File: src/rtl/data_mem_arbiter.sv
// data_mem_arbiter
// Round-robin arbiter and access sequencer for the single-port data memory.
// Port 0 is the CPU MEM stage, port 1 is the loader/debug port. Each granted
// access takes IDLE -> ACCESS -> RESP, and RESP carries the one-cycle Ack.
//
// state  | meaning
// -------+---------------------------------------------------------------
// IDLE   | no access in flight; arbitrate and latch the winner's request
// ACCESS | memory enables driven from the latched request; result registered
// RESP   | Ack pulse to the granted port; RData/Err valid
module data_mem_arbiter #(
    parameter int DEPTH = 128,
    parameter int IDX_W = 7
) (
    input  logic        CLK,
    input  logic        RST,
    input  logic        Req0,
    input  logic        Req1,
    input  logic        Write0,
    input  logic        Write1,
    input  logic [31:0] Addr0,
    input  logic [31:0] Addr1,
    input  logic [31:0] WData0,
    input  logic [31:0] WData1,
    output logic        Ack0,
    output logic        Ack1,
    output logic [31:0] RData,
    output logic        Err,
    output logic        Busy,
    output logic        MemRead,
    output logic        MemWrite,
    output logic [31:0] MemAddress,
    output logic [31:0] MemWriteData,
    input  logic [31:0] MemReadData
);

    // Byte addresses at or above this limit fall outside the memory.
    localparam logic [31:0] ADDR_LIMIT = 32'(4 * DEPTH);

    typedef enum logic [1:0] {
        ST_IDLE   = 2'd0,
        ST_ACCESS = 2'd1,
        ST_RESP   = 2'd2
    } state_t;

    state_t      state;
    logic        last_grant;  // port granted most recently; the other wins a tie
    logic        gnt_id;      // port owning the access in flight
    logic        lat_legal;   // latched request passed the alignment/range check
    logic        mem_rd_q;
    logic        mem_wr_q;

    logic        win;
    logic        sel_write;
    logic [31:0] sel_addr;
    logic [31:0] sel_wdata;
    logic        sel_legal;

    // Pick the winning port and pre-check its address before it is latched.
    always_comb begin
        win = 1'b0;
        if (Req0 && Req1) begin
            win = ~last_grant;
        end else if (Req1) begin
            win = 1'b1;
        end
        sel_write = win ? Write1 : Write0;
        sel_addr  = win ? Addr1  : Addr0;
        sel_wdata = win ? WData1 : WData0;
        // The full 32-bit compare keeps high address bits from aliasing onto a valid index.
        sel_legal = (sel_addr[1:0] == 2'b00) && (sel_addr < ADDR_LIMIT);
    end

    // Sequencer: arbitration, latching, result capture and Ack generation.
    always_ff @(posedge CLK) begin
        if (RST) begin
            state        <= ST_IDLE;
            last_grant   <= 1'b1;
            gnt_id       <= 1'b0;
            lat_legal    <= 1'b0;
            mem_rd_q     <= 1'b0;
            mem_wr_q     <= 1'b0;
            Ack0         <= 1'b0;
            Ack1         <= 1'b0;
            RData        <= '0;
            Err          <= 1'b0;
            MemAddress   <= '0;
            MemWriteData <= '0;
        end else begin
            case (state)
                ST_IDLE: begin
                    Ack0 <= 1'b0;
                    Ack1 <= 1'b0;
                    if (Req0 || Req1) begin
                        state        <= ST_ACCESS;
                        gnt_id       <= win;
                        last_grant   <= win;
                        lat_legal    <= sel_legal;
                        mem_rd_q     <= sel_legal && !sel_write;
                        mem_wr_q     <= sel_legal && sel_write;
                        MemAddress   <= {{(32 - IDX_W){1'b0}}, sel_addr[IDX_W+1:2]};
                        MemWriteData <= sel_wdata;
                    end
                end
                ST_ACCESS: begin
                    mem_rd_q <= 1'b0;
                    mem_wr_q <= 1'b0;
                    RData    <= mem_rd_q ? MemReadData : 32'h0;
                    Err      <= ~lat_legal;
                    Ack0     <= ~gnt_id;
                    Ack1     <= gnt_id;
                    state    <= ST_RESP;
                end
                ST_RESP: begin
                    Ack0  <= 1'b0;
                    Ack1  <= 1'b0;
                    state <= ST_IDLE;
                end
                default: begin
                    Ack0  <= 1'b0;
                    Ack1  <= 1'b0;
                    state <= ST_IDLE;
                end
            endcase
        end
    end

    // Status and memory strobes; a write is never allowed to reach memory during reset.
    always_comb begin
        Busy     = (state != ST_IDLE);
        MemRead  = mem_rd_q;
        MemWrite = mem_wr_q & ~RST;
    end

endmodule

File: config.mk
export PLATFORM = sky130hd
export DESIGN_NAME = data_mem_arbiter
export DESIGN_NICKNAME = d
export VERILOG_FILES = /design/src/rtl/data_mem_arbiter.sv
export SDC_FILE = /design/constraint.sdc
export NUM_CORES = 1
export LEC_CHECK = 0
export BUFFER_PORTS_ARGS = -buffer_cell sky130_fd_sc_hd__buf_2
export CORE_ASPECT_RATIO = 0.5
export CORE_MARGIN = 8
export CORE_UTILIZATION = 39
export DETAILED_ROUTE_END_ITERATION = 10
export PLACE_DENSITY = 0.76
export SLEW_MARGIN = 20
export SYNTH_ARGS = -nofsm -noshare
export SYNTH_HDL_FRONTEND = slang
export SYNTH_SLANG_ARGS = --single-unit
File: constraint.sdc
create_clock -name CLK -period 1.8 [get_ports CLK]
set_clock_uncertainty 0.2 [all_clocks]
set_input_delay 0.09 -clock CLK [delete_from_list [all_inputs] [get_ports CLK]]
set_output_delay 0.09 -clock CLK [all_outputs]
set_load 0.01 [all_outputs]
Word level (Yosys, flattened, before mapping)
Index checks and enable logic that the tools add are counted.

operators by class
  magnitude comparators = 1
  equality and inequality tests = 2
  muxes and demuxes = 12
  bitwise gates (word level) = 6
  reductions and logical operators = 13

operators with widths
  cell                                                                             count
  32-bit two-way mux                                                               3
  32-bit by 10-bit less-than comparator with 1-bit output (second input constant)  1
  1-bit two-way mux                                                                5
  1-bit NOT                                                                        5
  1-bit logical AND                                                                4
  2-bit logical NOT                                                                2
  1-bit one-hot mux with 2 select lines                                            2
  2-bit one-hot mux with 2 select lines                                            1
  2-bit AND reduction                                                              2
  2-bit nonzero test                                                               2
  2-bit by 1-bit equality test with 1-bit output (second input constant)           1
  2-bit two-way mux                                                                1
  2-bit inequality test (second input constant)                                    1
  2-bit OR reduction                                                               1
  1-bit bitwise AND                                                                1
  1-bit logical NOT                                                                1
  1-bit logical OR                                                                 1

word-level totals
  bits in registers = 81
  input bits = 166
  output and inout bits = 102
  word-level logic and storage cells = 46

Logic depth before layout (Yosys ltp)
Gate-level depths: netlist (run 1).

  depth in word-level cells = 8
  mapped depth = 6
  depth with buffers taken out = 4

Worst setup path after synthesis (run 1)
No wires, ideal clock.

  path kind = register to register
  from = reg state[1]
  to = reg RData[10]
  library setup time = 0.117 ns
  arrival time = 1.149 ns
  required time = 1.483 ns
  slack = 0.334 ns
  cell stages (with the launch flop) = 7
  path buffers = 2
  period minus slack after synthesis = 1.466 ns
  cells stage by stage = dfxtp_1 > nand2b_1 > nor2_1 > and2_1 > buf_2 > buf_4 > a22o_1

on the way
  word-level cells in the longest chain between the ends = 1

RTL lines
  what                                            RTL line  text
  from (decl)                                     46        state_t state;
  from (signal assigned)                          77        state <= ST_IDLE;
  from (signal assigned)                          95        state <= ST_ACCESS;
  from (signal assigned)                          112       state <= ST_RESP;
  2-bit by 1-bit equality test with 1-bit output  90        case (state)
  to (signal assigned)                            108       RData <= mem_rd_q ? MemReadData : 32'h0;
  to (decl)                                       27        output logic [31:0] RData,

No other way between the ends.
A chain may end at the register's enable or synchronous reset.

Worst setup path after layout (run 1)
  from = in Req0
  to = reg mem_wr_q

on the way
  word-level cells in the longest chain between the ends = 8
  elaborated cells on any way between the ends = 13
  classes of those cells = 1 x order compare; 1 x eq/ne; 5 x mux; 6 x reduce/logical

RTL lines
  what                                                                                                 RTL line  text
  from (decl)                                                                                          17        input logic Req0,
  1-bit logical AND                                                                                    62        if (Req0 && Req1) begin
  1-bit two-way mux                                                                                    62
  32-bit two-way mux                                                                                   68        sel_addr = win ? Addr1 : Addr0;
  32-bit by 10-bit less-than comparator with 1-bit output / 2-bit logical NOT (equally long branches)  71        sel_legal = (sel_addr[1:0] == 2'b00) && (sel_addr < ADDR_LIMIT);
  1-bit logical AND                                                                                    71
  1-bit logical AND                                                                                    100       mem_wr_q <= sel_legal && sel_write;
  1-bit two-way mux                                                                                    94        if (Req0 || Req1) begin
  1-bit one-hot mux with 2 select lines                                                                90
  to (signal assigned)                                                                                 100
  to (decl)                                                                                            51        logic mem_wr_q;

Parallel ways exist; a longest one is shown, timed or not. The select of a mux whose other input is x is not followed.

==> summary.md, run 1 <==
| Metric | Value |
|---|---|
| Most used flip-flop cell after synthesis | dfxtp_1 |
| Postcts setup bufs | 0 |
| Htree depth | 3 |
| Number of global-route vias before repair | roughly 4,200 |
| PD cells | roughly 770 nW/um2 |
| Netlist cell types | 31 |
| Status | finished clean |
| XOR/XNOR Fraction of Synth Area | 0 |
| Grt ovf | 0 |
| Via count | 3,876 |
| Worst IR Drop VDD | 467 uV |
| Simple-gate share of the synthesized area | 0.103 |
| Static leakage | 2.96 nW |
| Initial Util | 0.394 |
| Vias per inst | 4.79 |
| # DRC | 0 |
| Synth top area share | 0.481 |
| Top post-synthesis cells by area | dfxtp_1 (48%), mux2i_1 (12%), a211oi_1 (8.9%) |
| PortBufs | about 240 |
| Post-synth EDFFs | 0 |
| Full die area | 12,100 um2 |
| Post-synthesis instance area | between 3000 and 4000 um2 |
| Final hold vios | 0 |
| Relative slew slack | 0.598 |
| Worst r2r src | state[1] |
| CTS Buf Count | 9 |
| Worst Path Required | ~1.8 ns |
| Unrepaired setup endpoints after global routing | false |
| Clock latency on the worst-skew pair | 0.32 ns |
| R2R cell count | 5 |
| CTS Sinks | 81 |
| Initial antenna violation count | 1 |
| Area leader, netlist | dfxtp_1 |
| Worst stage delay on the critical path | between 0.5 and 0.6 ns |
| Cells after Synth | 331 |
| Critical-path cell list | dlygate4sd3_1, buf_2, a21boi_4, nand4_1, o22a_1, o41ai_2 |
| Final nets | 848 |
| Cell with the most instances after synthesis | dfxtp_1 |
| Area Growth Syn to Fin | 79.7% |
| Fin worst setup slack | around 0.063 ns |
| WS Path Type | input pin to flop |
| # IOs | between 200 and 300 |
| FMAX | 576 MHz |
| Startpoint class of the critical path | input pin |
| Compound-gate portion of the synthesized area | 0.195 |
| Adder-cell share of the synthesized area | 0 |
| Root Driver | clkbuf_16 |
| Die width | 147 um |
| Combinational family with the most area after synthesis | compound AO/OA/AOI/OAI gates |
| Post-route design area | 6060 um2 |
| Worst hold slack | 0.0749 ns |
| Gpl congestion | 0.829 |
| Gr usage total | 0.223 |
| DRT Wirelength | approximately 14 mm |
| First-pass GRT wire length | 21.0 mm |
| Multiplexer share of the synthesized area | 0.119 |
| WL/cell | 17.1 um |
| Row count | 24 |
| #FFs+latches synth | 81 |
| Worst slew pin tran | roughly 0.60 ns |
| Post-synth ARST share | 0 |
| Core area | roughly 8600 um2 |
| Drt pass-1 iters | 5 |
| Syn_area_per_cell | 10.2 um2 |
| Critical Path AT | 1.77 ns |
| Worst min-delay path category | input pin to flop |
| RR Endpoint | MemWriteData[20] |
| Max-cap violations | 0 |
| Clock Pin Slew Worst Setup and Hold Paths | 0.06 ns |
| Post-DRT Antenna Nets | 0 |
| Final setup viols | 0 |
| CP endpoint kind | flop |
| Hold Path Depth | 5 |
| Min cycle time layout | 1.74 ns |
| Synthesis warning total | 0 |
| HPWL after DPL | ~8.5 mm |
| Sequential area share after synthesis | 0.481 |
| Setup tns final | 0 ns |
| Synth top cells by count | dfxtp_1 (81), nor2_1 (47), a211oi_1 (40), mux2i_1 (40) |
| Share of cells above drive strength 1 | 0.399 |
| Hold path start | Addr1[22] |
| Setup WS pre-CTS | 0.189 ns |
| WP buf/inv | 2 |
| Worst R2R Setup Slack | about 0.15 ns |
| Clk buf depth | 2 |
| DR iter-0 viols | 123 |
| Largest net degree at the start of global routing | 47 |
| Worst hold path endpoint | MemRead |
| DIE HEIGHT | a little over 80 um |
| Slowest CP cell | dlygate4sd3_1 |
| Placed inst area | 4610 um2 |
| Final Max Tran Viols | 0 |
| Top delay family on crit path | compound AO/OA/AOI/OAI gates |
| Fraction of the cycle the final worst path needs | 0.965 |
| CTS tree | done |
| Max Fanout on Critical Path | 6 |
[flip-flops by register name, indices dropped and copies added (netlist names), 2 cells and up]
| name | flops |
|---|---|
| MemWriteData | 32 |
| RData | 32 |
| MemAddress | 7 |
| state | 2 |
[layer usage]
metal  vias up  global-route usage  wire length (um)
li1       1890                   -                 -
met1      1727               0.212              5020
met2       195               0.415              7130
met3        64              0.0792               965
met4         0               0.156               715
met5         -                   0                 0
[final cells by class]
cell class | count | area [um2]
antenna | 5 | 12.5
tap | 117 | 146
clock buffer | 9 | 225
fill | 603 | 2500
sequential | 81 | 1620
timing repair buffer | 368 | 2480
clock inverter | 7 | 55.1
inverter | 1 | 3.75
multi-input combinational | 221 | 1510
[power by group]
group,switching [mW],internal [mW],leakage [nW]
clock,0.736,0.945,0.132
combinational,0.486,0.538,2.16
sequential,0.0572,1.91,0.664
total,1.28,3.39,2.96
[metrics by stage]
stage / cells / power [mW] / util
after floorplan: 355 / 2.47 / -
after global placement: 673 / 2.79 / 0.539
after detailed placement: 673 / 2.80 / 0.539
after CTS: 804 / 4.69 / 0.706
after global routing: 805 / 4.92 / 0.706
final: 809 / 4.67 / 0.708
[worst reg2reg max path: cells and delay by family, from the launching register on]
kind                   cells  cell delay, ns
AO/OA/AOI/OAI              2            0.52
buffers and inverters      1            0.23
flip-flops                 1            0.31
AND/OR/NAND/NOR            2            0.31
[cells by family after synthesis]
logic type	after synthesis
other	1
AOI/OAI and AO/OA	81
buffers and inverters	53
DFF	81
muxes	40
and+or+nand+nor	75
[cells in the final DEF, fill, tap and decap left out, types with 2 or more instances in the layout]
cell	instances
buf_12	3
a22o_1	32
clkinv_4	2
and2_1	2
nor2_1	47
clkbuf_16	9
nand3_1	2
conb_1	25
nor3_1	3
diode_2	5
nor2b_1	2
dlygate4sd3_1	115
dfxtp_1	81
mux2i_1	40
a211oi_1	40
nand4_1	3
buf_4	8
inv_6	2
nor4_1	10
clkinvlp_4	2
buf_2	242
[timing repair]
action	in CTS	in global routing
hold buffers	115	0
endpoints found under the hold margin	76	0
endpoints found under the setup margin	0	0
gates resized for setup	0	0
[worst max path at each step]
stage,to,from,cells after the start,slack (ns)
after floorplan,RData[10],state[1],6,0.33
after global placement,RData[1],state[1],5,0.23
after detailed placement,MemWriteData[19],state[1],5,0.19
after CTS,mem_wr_q,Req0,6,0.09
after global routing,MemWriteData[26],Req0,6,0.03
final,mem_wr_q,Req0,6,0.06
Note: power is estimated with default switching activity, not from simulation.
==> run 2: changes to the inputs <==
==> constraint.sdc (replaced) <==
create_clock -name CLK -period 1.9 [get_ports CLK]
set_clock_uncertainty 0.2 [all_clocks]
set_input_delay 0.095 -clock CLK [delete_from_list [all_inputs] [get_ports CLK]]
set_output_delay 0.095 -clock CLK [all_outputs]
set_load 0.01 [all_outputs]
==> summary.md, run 2 (synthesis gave the netlist of run 1 again) <==
| Metric | Value |
|---|---|
| Status | finished clean |
| DR iter-0 viols | 103 |
| Row count | 24 |
| Clk buf depth | 2 |
| First-pass GRT wire length | 20.2 mm |
| CP endpoint kind | flop |
| Worst IR Drop VDD | 482 uV |
| Reg power frac | 0.421 |
| Core area | 8560 um2 |
| Relative slew slack | 0.574 |
| CTS tree | done |
| Gr usage total | 0.213 |
| Share of cells above drive strength 1 | 0.397 |
| Slowest CP cell | dlygate4sd3_1 |
| HPWL after DPL | 8.67 mm |
| Most frequent CP cell | dlygate4sd3_1 |
| Final hold vios | 0 |
| Htree depth | 3 |
| Clock latency on the worst-skew pair | 0.33 ns |
| DIE HEIGHT | 81.7 um |
| Non-Filler Instances | 807 |
| WS Path Type | input pin to flop |
| Hold path start | Addr1[22] |
| Unrepaired setup endpoints after global routing | false |
| CTS Sinks | just over 80 |
| Combinational share of power | 0.220 |
| PortBufs | 242 |
| RR Endpoint | last_grant |
| Die width | 147 um |
| Internal power | 3.22 mW |
| Critical Path AT | 1.87 ns |
| Via count | 3,840 |
| Worst hold path endpoint | MemRead |
| Clock Pin Slew Worst Setup and Hold Paths | ~0.060 ns |
| Setup tns final | 0 ns |
| Max-cap violations | 0 |
| Initial antenna violation count | 1 |
| Final nets | 846 |
| Final Max Tran Viols | 0 |
| # IOs | 268 |
| Number of global-route vias before repair | ~4,000 |
| Critical-path cell list | dlygate4sd3_1, buf_2, buf_4, a221o_1, dlygate4sd3_1 |
| Worst r2r src | state[1] |
| Max Fanout on Critical Path | 24 |
| Worst Path Required | between 1.5 and 2 ns |
| Initial Util | 0.394 |
| Gpl congestion | 0.867 |
| Net Sw Power | 1.21 mW |
| Postcts setup bufs | 0 |
| Fraction of the cycle the final worst path needs | 0.976 |
| R2R cell count | 4 |
| Hold Path Depth | 5 |
| Static leakage | 2.95 nW |
| Worst R2R Setup Slack | 0.10 ns |
| Sw frac | 0.273 |
| CTS Buf Count | 9 |
| Worst stage delay on the critical path | roughly 0.57 ns |
| Post-DRT Antenna Nets | 0 |
| Clock share of power | 0.359 |
| FMAX | 539 MHz |
| PD cells | 731 nW/um2 |
| DRT Wirelength | 13.3 mm |
| Full die area | about 12,000 um2 |
| Largest net degree at the start of global routing | 43 |
| WL/cell | approximately 17 um |
| Commonest cells after routing, fill and taps aside | buf_2 (242), dlygate4sd3_1 (115), dfxtp_1 (81), nor2_1 (47) |
| Worst min-delay path category | input pin to flop |
| Min cycle time layout | 1.86 ns |
| Drt pass-1 iters | 4 |
| Area Growth Syn to Fin | 79.7% |
| # DRC | 0 |
| Commonest non-fill, non-tap cell in the layout | buf_2 |
| Root Driver | clkbuf_16 |
| Vias per inst | roughly 4.8 |
| Final setup viols | 0 |
| Startpoint class of the critical path | input pin |
| Grt ovf | 0 |
| Worst slew pin tran | ~0.63 ns |
| Largest regs | MemWriteData: 32 flops, RData: 32 flops, MemAddress: 7 flops |
| Placed insts | 671 |
[run 2: changes by cell type in the layout (fill, tap and decap cells not counted)]
cell and change:
buf_4 -3, buf_12 +1, clkinv_4 -1, clkinvlp_4 +1
nor2_2 -1, nor2_4 +1
[run 2: what timing repair did]
action / in CTS / in global routing
endpoints found under the setup margin: 0 / 1
gates resized for setup: 0 / 1
hold endpoints to repair: 76 / 0
hold buffers: 115 / 0
[run 2: layout make-up]
cell class | count | area, um2
sequential | 81 | 1620
tap | 117 | 146
antenna | 5 | 12.5
clock inverter | 7 | 53.8
timing repair buffer | 366 | 2480
multi-input combinational | 221 | 1510
clock buffer | 9 | 225
fill | 613 | 2500
inverter | 1 | 3.75
[run 2: stage by stage]
step	instance area, um2	setup slack [ns]	power, mW	utilization	hold WS [ns]
6_report	6060	0.0449	4.43	0.708	0.0297
5_1_grt	6050	0.00951	4.64	0.707	0.0503
4_1_cts	6040	0.0818	4.46	0.706	0.0237
3_5_place_dp	4610	0.288	2.66	0.539	0.107
3_3_place_gp	4610	0.309	2.65	0.539	0.104
2_1_floorplan	3460	0.434	2.34	-	-0.0178
[run 2: critical path: cells and delay by family]
kind,cells,cell delay [ns]
buffers and inverters,4,1.48
AO/OA/AOI/OAI,1,0.29
[run 2: power groups by stage]
| stage | registers [mW] | logic, mW | clock network (mW) |
|---|---|---|---|
| 2_1_floorplan | 1.95 | 0.390 | 0 |
| 3_3_place_gp | 1.89 | 0.754 | 0 |
| 3_5_place_dp | 1.90 | 0.766 | 0 |
| 4_1_cts | 1.86 | 0.954 | 1.65 |
| 5_1_grt | 1.88 | 1.06 | 1.70 |
| 6_report | 1.86 | 0.973 | 1.59 |
[run 2: worst max path at each step]
stage	start	end	slack (ns)	cells past startpoint
2_1_floorplan	state[1]	RData[10]	0.43	6
3_3_place_gp	last_grant	MemRead	0.31	5
3_5_place_dp	last_grant	MemRead	0.29	5
4_1_cts	state[1]	last_grant	0.08	4
5_1_grt	state[1]	last_grant	0.01	4
6_report	RST	last_grant	0.04	5
[run 2: metal layers]
metal / track usage / vias up / share of wire
li1: - / 1876 / -
met1: 0.207 / 1777 / 0.36
met2: 0.410 / 163 / 0.54
met3: 0.0825 / 24 / 0.077
met4: 0.0858 / 0 / 0.021
met5: 0 / - / 0
